## src/rtl/dcache_inval_seq.sv

```systemverilog
// dcache_inval_seq: sweeps every set index and clears the per-way valid/dirty bits, stalling the cache meanwhile
module dcache_inval_seq #(
  parameter int unsigned NUM_WORDS   = 256,
  parameter int unsigned SET_ASSOC   = 8,
  parameter int unsigned BYTE_OFFSET = 4,
  parameter int unsigned INDEX_WIDTH = 12
) (
  input  logic                     clk_i,
  input  logic                     rst_ni,
  input  logic                     init_ni,
  input  logic                     inval_req_i,
  output logic                     inval_ack_o,
  output logic                     busy_o,
  output logic                     stall_o,
  output logic [SET_ASSOC-1:0]     req_o,
  output logic                     we_o,
  output logic [INDEX_WIDTH-1:0]   addr_o,
  output logic [SET_ASSOC*8-1:0]   be_vldrty_o,
  output logic                     valid_o,
  output logic                     dirty_o,
  input  logic                     gnt_i
);
  localparam int unsigned CW = $clog2(NUM_WORDS);
  typedef enum logic [1:0] {START, SWEEP, ACK, IDLE} state_e;
  state_e        state_q, state_d;
  logic [CW-1:0] cnt_q, cnt_d;
  logic          from_req_q, from_req_d;
  // state, index counter and request-origin flag
  always_ff @(posedge clk_i or negedge rst_ni) begin
    if (!rst_ni) begin
      state_q    <= START;
      cnt_q      <= '0;
      from_req_q <= 1'b0;
    end else begin
      state_q    <= state_d;
      cnt_q      <= cnt_d;
      from_req_q <= from_req_d;
    end
  end
  // next-state and SRAM write decode; an init pulse restarts the sweep ahead of any grant
  always_comb begin
    state_d     = state_q;
    cnt_d       = cnt_q;
    from_req_d  = from_req_q;
    req_o       = '0;
    we_o        = 1'b0;
    be_vldrty_o = '0;
    inval_ack_o = 1'b0;
    case (state_q)
      START: state_d = SWEEP;
      SWEEP: begin
        req_o       = '1;
        we_o        = 1'b1;
        be_vldrty_o = {SET_ASSOC{8'h03}};
        if (!init_ni) begin
          cnt_d = '0;
        end else if (gnt_i) begin
          if (cnt_q == CW'(NUM_WORDS - 1)) begin
            cnt_d   = '0;
            state_d = from_req_q ? ACK : IDLE;
          end else begin
            cnt_d = cnt_q + 1'b1;
          end
        end
      end
      ACK: begin
        inval_ack_o = 1'b1;
        from_req_d  = 1'b0;
        state_d     = IDLE;
      end
      IDLE: begin
        if (!init_ni || inval_req_i) begin
          state_d    = SWEEP;
          cnt_d      = '0;
          from_req_d = init_ni;
        end
      end
    endcase
  end
  assign addr_o  = {cnt_q, {BYTE_OFFSET{1'b0}}};
  assign busy_o  = (state_q != IDLE);
  assign stall_o = busy_o;
  assign valid_o = 1'b0;
  assign dirty_o = 1'b0;
endmodule
```

## config.mk

```make
export PLATFORM = sky130hd
export DESIGN_NAME = dcache_inval_seq
export DESIGN_NICKNAME = d
export VERILOG_FILES = /design/src/rtl/dcache_inval_seq.sv
export SDC_FILE = /design/constraint.sdc
export NUM_CORES = 1
export LEC_CHECK = 0
export CAP_MARGIN = 25
export CORE_ASPECT_RATIO = 0.7
export CORE_MARGIN = 2
export CORE_UTILIZATION = 31
export CTS_CLUSTER_SIZE = 30
export DETAILED_ROUTE_END_ITERATION = 12
export PLACE_DENSITY_LB_ADDON = 0.25
export SYNTH_ARGS = -nofsm -noshare
export SYNTH_HDL_FRONTEND = slang
export SYNTH_SLANG_ARGS = --single-unit
```

## constraint.sdc

```tcl
create_clock -name clk_i -period 1.9 [get_ports clk_i]
set_input_delay 0.285 -clock clk_i [delete_from_list [all_inputs] [get_ports clk_i]]
set_output_delay 0.285 -clock clk_i [all_outputs]
set_load 0.02 [all_outputs]
```

==> metrics.csv, run 1 <==
stage,metric,value,unit
status,status,"finished, final reports clean",
cells_and_area,Layout fillers,435,
floorplan,initial core utilization,0.321,
setup_path,CP bufs+invs,1,
placed_design,Final GP Congestion,0.796,
sta,setup ws final,0.0723,ns
routing,via count,870,
routing,drt pass-1 iters,4,
synthesis,"Distinct cells, synth",28,
setup_path,Reg2Reg Depth,6,
cells_and_area,Diodes inserted,0,
run,max cap viols,0,
sta,skew final,0.000759,ns
setup_path,Setup CP Type,reg2reg,
floorplan,row count,19,
cells_and_area,area delta synth->final,11.5,%
cts,Clock Path Buffers,2,
cells_and_area,most frequent cells in the layout,"54 x conb_1, 27 x dlygate4sd2_1, 12 x clkdlybuf4s50_1, 11 x dfrtp_1, 9 x nand2_1",
synthesis,Syn Std Cell Area,0.00125,mm^2
routing,Detail Route Antenna Nets,0,
setup_path,Worst R2R End,cnt_q[7],
placed_design,post-DP HPWL,1690,um
cells_and_area,fin util,0.358,
sta,Finish-stage setup viols,0,
routing,DRC viols,0,
grt,GR Overflow Total,0,
min_path,Min-Delay Path Class,in2async,
placed_design,post-placement setup slack,-0.0311,ns
setup_path,top fanout value on the critical path,5,
synthesis,synthesis-stage register bit count,11,
routing,Post-Route WL,2150,um
grt,antenna violations before repair,0,
cts,Worst-Skew Late Latency,0.24,ns
setup_path,slowest cell delay on critical path,0.53,ns
cts,CTS tree,done,
setup_path,reg-to-reg critical path startpoint,state_q[1],
cts,Post-CTS Setup Bufs,0,
sta,Final min period,1.83,ns
pwr,pwr dens,1490,mW/mm^2
sta,Tcrit/Tclk final,0.962,
grt,pin count of the biggest net entering global routing,32,
pwr,Lkg Pwr,0.743,nW
setup_path,crit path DAT,2.00,ns
setup_path,critical path data required time,2.07,ns
placed_design,IO Port Bufs,40,
cells_and_area,"commonest non-fill, non-tap cell in the layout",conb_1,
cells_and_area,storage element area,275,um^2
routing,Avg WL per Cell,9.56,um
cells_and_area,Multi-input gate area,579,um^2
routing,vias per inst,3.87,
floorplan,Chip Width,79.9,um
floorplan,Placeable Area,0.00390,mm^2
synthesis,Synth Area per Inst,8.33,um^2
synthesis,register area share after synthesis,0.220,
floorplan,full die area,0.00456,mm^2
sta,unrepaired setup endpoints after global routing,no,
setup_path,type of destination of the critical path,flop,
setup_path,CP max-delay cell,or4_1,
setup_path,R2R Setup Slk,0.07,ns
setup_path,Worst Setup Start Kind,flop,
cts,TritonCTS Sinks,11,
cts,# H-tree levels,1,
routing,DRT iter0 DRCs,17,
cts,"Reg clk slew, reported paths",0.05,ns
cts,clk root buf,clkbuf_8,
grt,first-pass GRT wire length,3040,um
cells_and_area,layout cells sized above 1,0.0809,
grt,overall routing resource usage,0.0882,
floorplan,DIE HEIGHT,57.1,um
grt,via count of the first global-routing pass,630,
cts,Num CTS Buffers,3,
sta,final hold viol count,0,
cells_and_area,Total Nets Final,183,
setup_path,CP Cell Sequence,buf_4 > ha_2 > nor2b_4 > o21a_1 > or4_1 > a21oi_2,
sta,fmax,547,MHz
pwr,peak supply drop,0.000687,V
cts,cts hold-fix bufs,0,
synthesis,yosys synthesis warning count,0,
sta,Max Slew Vio Count,0,
synthesis,Syn Inst Count,150,
setup_path,cell family with most CP delay,simple AND/OR/NAND/NOR gates,
floorplan,io pins,95,
area by class of cell:
type,count,area share
sequential,11,0.197
multi-input combinational,108,0.416
tap,52,0.0467
timing repair buffer,46,0.297
inverter,4,0.0108
clock buffer,4,0.0323
worst register-to-register path, cell delays in order (launching register included):
cell and delay (ns):
dfrtp_1 0.37, buf_4 0.14, ha_2 0.20, nor2b_4 0.13, o21a_1 0.23, or4_1 0.53, a21oi_2 0.16
how the worst max path moves through the flow:
stage / cells after the start / start / to / slack (ns)
3_5_place_dp: 3 / state_q[1] / req_o[6] / -0.03
3_3_place_gp: 5 / state_q[0] / cnt_q[7] / 0.03
2_1_floorplan: 5 / state_q[1] / cnt_q[7] / 0.06
4_1_cts: 3 / state_q[0] / inval_ack_o / 0.01
5_1_grt: 5 / state_q[0] / cnt_q[7] / 0.004
6_report: 6 / state_q[1] / cnt_q[7] / 0.07
through the flow:
stage	power [W]	std cells	TNS [ns]	instance area, um^2	hold slack [ns]
2_1_floorplan	0.00176	203	0	1450	-0.0106
3_3_place_gp	0.00205	221	0	1360	0.524
3_5_place_dp	0.00207	221	-0.585	1360	0.523
4_1_cts	0.00210	225	0	1390	0.393
5_1_grt	0.00223	225	0	1390	0.426
6_report	0.00208	225	0	1390	0.371
cell usage after synthesis:
master      n  area, um^2
a211oi_1    1        7.51
a21oi_1     3        15.0
a311oi_2    1        15.0
a31oi_1     1        6.26
and3_1      1        6.26
and4_1      1        8.76
buf_2       1        5.00
buf_4      79         593
conb_1      1        3.75
dfrtp_1    11         275
ha_1        4        50.1
inv_1       4        15.0
mux2i_1     2        20.0
nand2_1     9        33.8
nand2b_1    1        6.26
nand3_1     2        10.0
nand4_1     2        12.5
nor2_1      3        11.3
nor2b_1     1        6.26
nor2b_4     1        13.8
o2111ai_1   1        8.76
o21a_1      1        7.51
o21ai_0     8        40.0
o22ai_1     1        6.26
o31ai_1     6        45.0
or2_1       1        6.26
or3_1       1        6.26
or4_1       2        15.0
power by group:
part	total [W]	internal [W]	switching, W	leakage [nW]
Combinational	0.00152	0.000554	0.000964	0.574
Clock	0.000244	0.000148	0.0000955	0.0228
Sequential	0.000322	0.000281	0.0000412	0.147
Total	0.00208	0.000982	0.00110	0.743
sequential cells by signal (all words and copies together) (netlist names):
register    flops
cnt_q           8
from_req_q      1
state_q         2
routing by layer:
metal / track usage / vias to the layer above / share of wire
li1: - / 412 / -
met1: 0.113 / 407 / 0.42
met2: 0.125 / 47 / 0.45
met3: 0.0316 / 4 / 0.11
met4: 0.0581 / 0 / 0.018
met5: 0 / - / 0
logic make-up after synthesis:
group,synth area share
AO/OA/AOI/OAI,0.121
adder cells (fa/ha/maj),0.0400
buffers and inverters,0.490
flip-flops,0.220
multiplexers,0.0160
other,0.00300
AND/OR/NAND/NOR,0.109
timing repair:
| action | 4_1_cts | 5_1_grt |
|---|---|---|
| pin swaps | 0 | 0 |
| endpoints found under the setup margin | 29 | 4 |
| gates resized for setup | 28 | 3 |
| endpoints found under the hold margin | 0 | 0 |
(Power assumes the default switching activity.)
==> inputs of run 2 (changes only) <==
==> constraint.sdc (replaced) <==
create_clock -name clk_i -period 1.9 [get_ports clk_i]
set_input_delay 0.285 -clock clk_i [delete_from_list [all_inputs] [get_ports clk_i]]
set_output_delay 0.285 -clock clk_i [all_outputs]
set_load 0.005 [all_outputs]
==> run 2 against run 1 <==
Net effect:
- register-to-register slack hardly changed
- worst hold slack better by 0.016 ns
- via count grew 0.57%
- clock skew is essentially flat
- count of clock-buffer cells in the layout did not move
- maximum frequency decreased by 0.44%
- flip-flop and latch count stayed put
- sequential share of layout area shrank 1.0 points
- first-iteration DRC count up 94%
- die area unchanged
- largest cell class unchanged
==> metrics.csv, run 2 (synthesis gave the netlist of run 1 again) <==
stage,metric,value,unit,change
status,status,"finished, final reports clean",,unchanged
setup_path,top fanout value on the critical path,15,,was 5
sta,final hold viol count,0,,unchanged
cts,CTS tree,done,,unchanged
placed_design,IO Port Bufs,40,,unchanged
cts,Num CTS Buffers,3,,unchanged
placed_design,post-placement setup slack,-0.00346,ns,was -0.0311 ns
cells_and_area,"commonest non-fill, non-tap cell in the layout",conb_1,,unchanged
min_path,Min-Delay Path Class,in2async,,unchanged
setup_path,crit path DAT,2.00,ns,about the same
cells_and_area,biggest regs,"cnt_q: 8 flops, state_q: 2 flops, from_req_q: 1 flops",,unchanged
sta,Slew headroom,0.661,,
setup_path,Setup CP Type,reg2reg,,unchanged
sta,setup ws final,0.0642,ns,was 0.0723 ns
floorplan,DIE HEIGHT,57.1,um,unchanged
grt,M1 GR Usage,0.127,,was 0.113
routing,drt pass-1 iters,4,,unchanged
pwr,pwr dens,1330,mW/mm^2,was 1490 mW/mm^2
placed_design,total placed instance area,0.00136,mm^2,about the same
floorplan,Chip Width,79.9,um,unchanged
cells_and_area,Total Nets Final,187,,was 183
cts,clk root buf,clkbuf_8,,unchanged
sta,fmax,545,MHz,was 547 MHz
setup_path,Reg2Reg Depth,6,,unchanged
grt,pin count of the biggest net entering global routing,31,,was 32
cells_and_area,layout cells sized above 1,0.119,,was 0.0809
floorplan,Placeable Area,0.00390,mm^2,unchanged
setup_path,cell family with most CP delay,simple AND/OR/NAND/NOR gates,,unchanged
routing,Avg WL per Cell,9.60,um,was 9.56 um
routing,DRT iter0 DRCs,33,,was 17
grt,overall routing resource usage,0.0950,,was 0.0882
routing,vias per inst,3.82,,was 3.87
setup_path,CP Cell Sequence,ha_4 > buf_6 > nor2b_1 > o21a_2 > or4_1 > a21oi_1,,was buf_4 > ha_2 > nor2b_4 > o21a_1 > or4_1 > a21oi_2
routing,DRC viols,0,,unchanged
setup_path,critical path data required time,2.06,ns,was 2.07 ns
setup_path,CP max-delay cell,or4_1,,unchanged
placed_design,post-DP HPWL,1750,um,was 1690 um
placed_design,Final GP Congestion,0.847,,was 0.796
cells_and_area,post-route design area,0.00148,mm^2,was 0.00139 mm^2
cts,Clock Path Buffers,2,,unchanged
sta,Finish-stage setup viols,0,,unchanged
floorplan,full die area,0.00456,mm^2,unchanged
cells_and_area,Biggest register,cnt_q,,unchanged
cts,Worst-Skew Late Latency,0.24,ns,about the same
setup_path,slowest cell delay on critical path,0.50,ns,was 0.53 ns
floorplan,row count,19,,unchanged
cts,cts hold-fix bufs,0,,unchanged
setup_path,type of destination of the critical path,flop,,unchanged
floorplan,initial core utilization,0.321,,unchanged
cells_and_area,area delta synth->final,18.0,%,was 11.5%
setup_path,CP bufs+invs,1,,unchanged
sta,unrepaired setup endpoints after global routing,no,,unchanged
grt,busiest grt layer,met2,,unchanged
routing,Post-Route WL,2200,um,was 2150 um
cells_and_area,Layout fillers,414,,was 435
setup_path,Worst Setup Start Kind,flop,,unchanged
sta,worst slew pin tran,0.506,ns,
routing,via count,875,,was 870
grt,met3 Track Usage GR,0.0411,,was 0.0316
cts,"Reg clk slew, reported paths",0.05,ns,about the same
cells_and_area,most frequent cells in the layout,"54 x conb_1, 40 x clkdlybuf4s50_1, 10 x dfrtp_1, 9 x nand2_1, 8 x buf_4",,"was 54 x conb_1, 27 x dlygate4sd2_1, 12 x clkdlybuf4s50_1, 11 x dfrtp_1, 9 x nand2_1"
pwr,peak supply drop,0.000640,V,was 0.000687 V
routing,Detail Route Antenna Nets,0,,unchanged
sta,skew final,0.000329,ns,was 0.000759 ns
cells_and_area,Largest register FFs,8,,unchanged
grt,antenna violations before repair,0,,unchanged
pwr,Lkg Pwr,0.691,nW,was 0.743 nW
grt,first-pass GRT wire length,3350,um,was 3040 um
grt,GR Util met2,0.143,,was 0.125
sta,Final min period,1.84,ns,was 1.83 ns
cts,# H-tree levels,1,,unchanged
cells_and_area,Diodes inserted,0,,unchanged
sta,Tcrit/Tclk final,0.966,,was 0.962
floorplan,io pins,95,,unchanged
sta,setup TNS,0,ns,unchanged
grt,via count of the first global-routing pass,690,,was 630
run,max cap viols,0,,unchanged
grt,GR Overflow Total,0,,unchanged
sta,Max Slew Vio Count,0,,unchanged
setup_path,critical path depth,6,,unchanged
cts,TritonCTS Sinks,11,,unchanged
-- run 2: report_power, final --
part	internal [W]	switching, W
Sequential	0.000283	0.0000424
Clock	0.000147	0.0000854
Combinational	0.000872	0.000532
Total	0.00130	0.000660
-- run 2: final cells by class --
cell class / count / area [um^2] / share of cell area
Inverter: 4 / 15.0 / 0.0102
Timing Repair Buffer: 50 / 492 / 0.333
Sequential cell: 11 / 277 / 0.187
Tap cell: 52 / 65.1 / 0.0441
Clock buffer: 4 / 45.0 / 0.0305
Multi-Input combinational cell: 108 / 582 / 0.394
-- run 2: worst paths after layout --
check / from / end / slack (ns)
worst max-delay path: state_q[0] / cnt_q[5] / 0.06
worst min-delay path: rst_ni / cnt_q[6] / 0.39
worst max register to register: state_q[0] / cnt_q[5] / 0.06
worst min register to register: cnt_q[6] / cnt_q[6] / 0.52
max in group asynchronous: rst_ni / state_q[0] / 1.15
min in group clk_i: cnt_q[6] / cnt_q[6] / 0.52
-- run 2: timing repair --
action	CTS	global route
pin swaps	0	3
resized for setup	3	5
setup buffers	1	4
setup endpoints to repair	29	30
-- run 2: layer usage --
| layer | part of all wire | wire length [um] |
|---|---|---|
| met1 | 0.43 | 942 |
| met2 | 0.46 | 1010 |
| met3 | 0.11 | 232 |
| met4 | 0.0073 | 16 |
| met5 | 0 | 0 |
-- run 2: per-stage QoR --
step | power (W) | util | cells | hold WS [ns]
5_1_grt | 0.00214 | 0.378 | 229 | 0.438
6_report | 0.00196 | 0.378 | 229 | 0.387
2_1_floorplan | 0.00126 | - | 203 | -0.0106
4_1_cts | 0.00187 | 0.364 | 225 | 0.409
3_5_place_dp | 0.00158 | 0.348 | 220 | 0.523
3_3_place_gp | 0.00157 | 0.348 | 220 | 0.519
==> inputs of run 3 (changes only) <==
==> constraint.sdc (replaced) <==
create_clock -name clk_i -period 1.55 [get_ports clk_i]
set_input_delay 0.2325 -clock clk_i [delete_from_list [all_inputs] [get_ports clk_i]]
set_output_delay 0.2325 -clock clk_i [all_outputs]
set_load 0.005 [all_outputs]
==> run 3 against run 2 <==
Net effect:
- the run now ends with negative setup slack left
- count of clock-buffer cells in the layout unchanged
- combinational power up 24%
- non-clock buffer count up 16
- first-iteration DRC count down 70%
- total power up 23%
- clock power up 29%
- global-route usage up 1.3 points
- critical path type unchanged
- routed wire length up 18%
==> metrics.csv, run 3 (synthesis gave the netlist of run 1 again) <==
stage,metric,value,unit,change
status,status,finished with violations,,"was finished, final reports clean"
status,failing checks,negative setup slack,,
sta,skew final,0.00814,ns,was 0.000329 ns
cells_and_area,fin util,0.413,,was 0.378
sta,Tcrit/Tclk final,1.09,,was 0.966
pwr,pwr dens,1500,mW/mm^2,was 1330 mW/mm^2
min_path,Min-Delay Path Class,in2async,,unchanged
cells_and_area,Biggest register,cnt_q,,unchanged
floorplan,full die area,0.00456,mm^2,unchanged
sta,worst slew pin tran,0.543,ns,was 0.506 ns
placed_design,cell count after placement,235,,was 220
setup_path,Setup CP Type,reg2reg,,unchanged
placed_design,Final GP Congestion,0.789,,was 0.847
run,max cap viols,0,,unchanged
setup_path,CP bufs+invs,1,,unchanged
setup_path,CP Cell Sequence,inv_2 > ha_4 > nor2b_4 > o21a_4 > or4_4 > a21oi_2,,was ha_4 > buf_6 > nor2b_1 > o21a_2 > or4_1 > a21oi_1
setup_path,top fanout value on the critical path,5,,was 15
pwr,"Power, Total",0.00242,W,was 0.00196 W
routing,DRC viols,0,,unchanged
floorplan,Placeable Area,0.00390,mm^2,unchanged
cells_and_area,area delta synth->final,28.8,%,was 18.0%
routing,Post-Route WL,2580,um,was 2200 um
cells_and_area,"commonest non-fill, non-tap cell in the layout",conb_1,,unchanged
cts,CTS tree,done,,unchanged
floorplan,DIE HEIGHT,57.1,um,unchanged
grt,overall routing resource usage,0.108,,was 0.0950
routing,Detail Route Antenna Nets,0,,unchanged
grt,antenna violations before repair,0,,unchanged
routing,Avg WL per Cell,10.5,um,was 9.60 um
floorplan,Chip Width,79.9,um,unchanged
cells_and_area,layout cells sized above 1,0.326,,was 0.119
grt,via count of the first global-routing pass,785,,was 690
cts,clk root buf,clkbuf_8,,unchanged
floorplan,initial core utilization,0.321,,unchanged
placed_design,post-DP HPWL,1920,um,was 1750 um
setup_path,Worst Setup Start Kind,flop,,unchanged
grt,pin count of the biggest net entering global routing,26,,was 31
cts,"Reg clk slew, reported paths",0.06,ns,was 0.05 ns
cells_and_area,Largest register FFs,8,,unchanged
placed_design,IO Port Bufs,40,,unchanged
sta,unrepaired setup endpoints after global routing,yes,,was no
setup_path,critical path data required time,1.72,ns,was 2.06 ns
sta,final hold viol count,0,,unchanged
cts,Worst-Skew Late Latency,0.25,ns,was 0.24 ns
cts,# H-tree levels,1,,unchanged
routing,via count,979,,was 875
cells_and_area,biggest regs,"cnt_q: 8 flops, state_q: 2 flops, from_req_q: 1 flops",,unchanged
routing,vias per inst,4.00,,was 3.82
placed_design,post-placement setup slack,-0.248,ns,was -0.00346 ns
cts,Num CTS Buffers,3,,unchanged
setup_path,slowest cell delay on critical path,0.51,ns,was 0.50 ns
routing,drt pass-1 iters,4,,unchanged
sta,setup ws final,-0.138,ns,was 0.0642 ns
floorplan,row count,19,,unchanged
cts,Clock Path Buffers,2,,unchanged
pwr,peak supply drop,0.000720,V,was 0.000640 V
sta,Slew headroom,0.637,,was 0.661
sta,fmax,593,MHz,was 545 MHz
cts,TritonCTS Sinks,11,,unchanged
sta,Final min period,1.69,ns,was 1.84 ns
cells_and_area,Total Nets Final,203,,was 187
grt,first-pass GRT wire length,3680,um,was 3350 um
floorplan,io pins,95,,unchanged
grt,GR Overflow Total,0,,unchanged
setup_path,type of destination of the critical path,flop,,unchanged
cells_and_area,Layout fillers,411,,was 414
setup_path,crit path DAT,1.86,ns,was 2.00 ns
setup_path,cell family with most CP delay,simple AND/OR/NAND/NOR gates,,unchanged
cells_and_area,Diodes inserted,0,,unchanged
setup_path,CP max-delay cell,or4_4,,was or4_1
sta,Max Slew Vio Count,0,,unchanged
routing,DRT iter0 DRCs,10,,was 33
pwr,Lkg Pwr,0.843,nW,was 0.691 nW
sta,setup TNS,-0.325,ns,was 0 ns
cells_and_area,most frequent cells in the layout,"54 x conb_1, 23 x buf_4, 14 x clkbuf_2, 12 x clkdlybuf4s50_1, 12 x dlygate4sd2_1",,"was 54 x conb_1, 40 x clkdlybuf4s50_1, 10 x dfrtp_1, 9 x nand2_1, 8 x buf_4"
sta,Finish-stage setup viols,3,,was 0
cells_and_area,Finished Layout Cells,245,,was 229
run 3: worst register-to-register path, stage by stage (launching register included):
cell,delay (ns)
dfrtp_1,0.38
inv_2,0.07
ha_4,0.18
nor2b_4,0.12
o21a_4,0.23
or4_4,0.51
a21oi_2,0.13
run 3: power by group:
part / internal (W) / leakage (nW) / switching, W
sequential: 0.000344 / 0.145 / 0.0000485
clock: 0.000181 / 0.0228 / 0.000120
combinational: 0.000954 / 0.675 / 0.000771
total: 0.00148 / 0.843 / 0.000940
run 3: worst paths after layout:
path	startpoint	to	slack, ns	cells after the start
worst max-delay path	state_q[1]	cnt_q[5]	-0.14	6
worst min-delay path	rst_ni	cnt_q[6]	0.34	1
worst max register to register	state_q[1]	cnt_q[5]	-0.14	6
worst min register to register	cnt_q[6]	cnt_q[6]	0.52	1
max in group asynchronous	rst_ni	cnt_q[2]	0.81	1
min in group clk_i	cnt_q[6]	cnt_q[6]	0.52	1
run 3: stage by stage:
| step | hold WS [ns] | area, um^2 |
|---|---|---|
| after detailed placement | 0.504 | 1480 |
| after floorplan | -0.0631 | 1460 |
| final | 0.338 | 1610 |
| after CTS | 0.357 | 1590 |
| after global routing | 0.387 | 1610 |
| after global placement | 0.500 | 1480 |
run 3: routing by layer:
layer,vias up,GRT usage,wire (um),share of wire
met5,-,0,0,0
met3,7,0.0491,304,0.12
met1,454,0.118,927,0.36
met4,0,0.0581,42,0.016
li1,455,-,-,-
met2,63,0.175,1310,0.51
run 3: final cells by class:
cell class / count / area (um^2) / area share
multi-input combinational: 108 / 657 / 0.408
timing repair buffer: 66 / 549 / 0.341
sequential: 11 / 277 / 0.172
tap: 52 / 65.1 / 0.0404
clock buffer: 4 / 45.0 / 0.0280
inverter: 4 / 17.5 / 0.0109
run 3: what timing repair did:
item / in CTS / in global routing
pin swaps: 8 / 2
hold buffers: 0 / 0
endpoints found under the setup margin: 36 / 29
gates cloned: 0 / 1
setup buffers: 4 / 2
resized for setup: 47 / 35
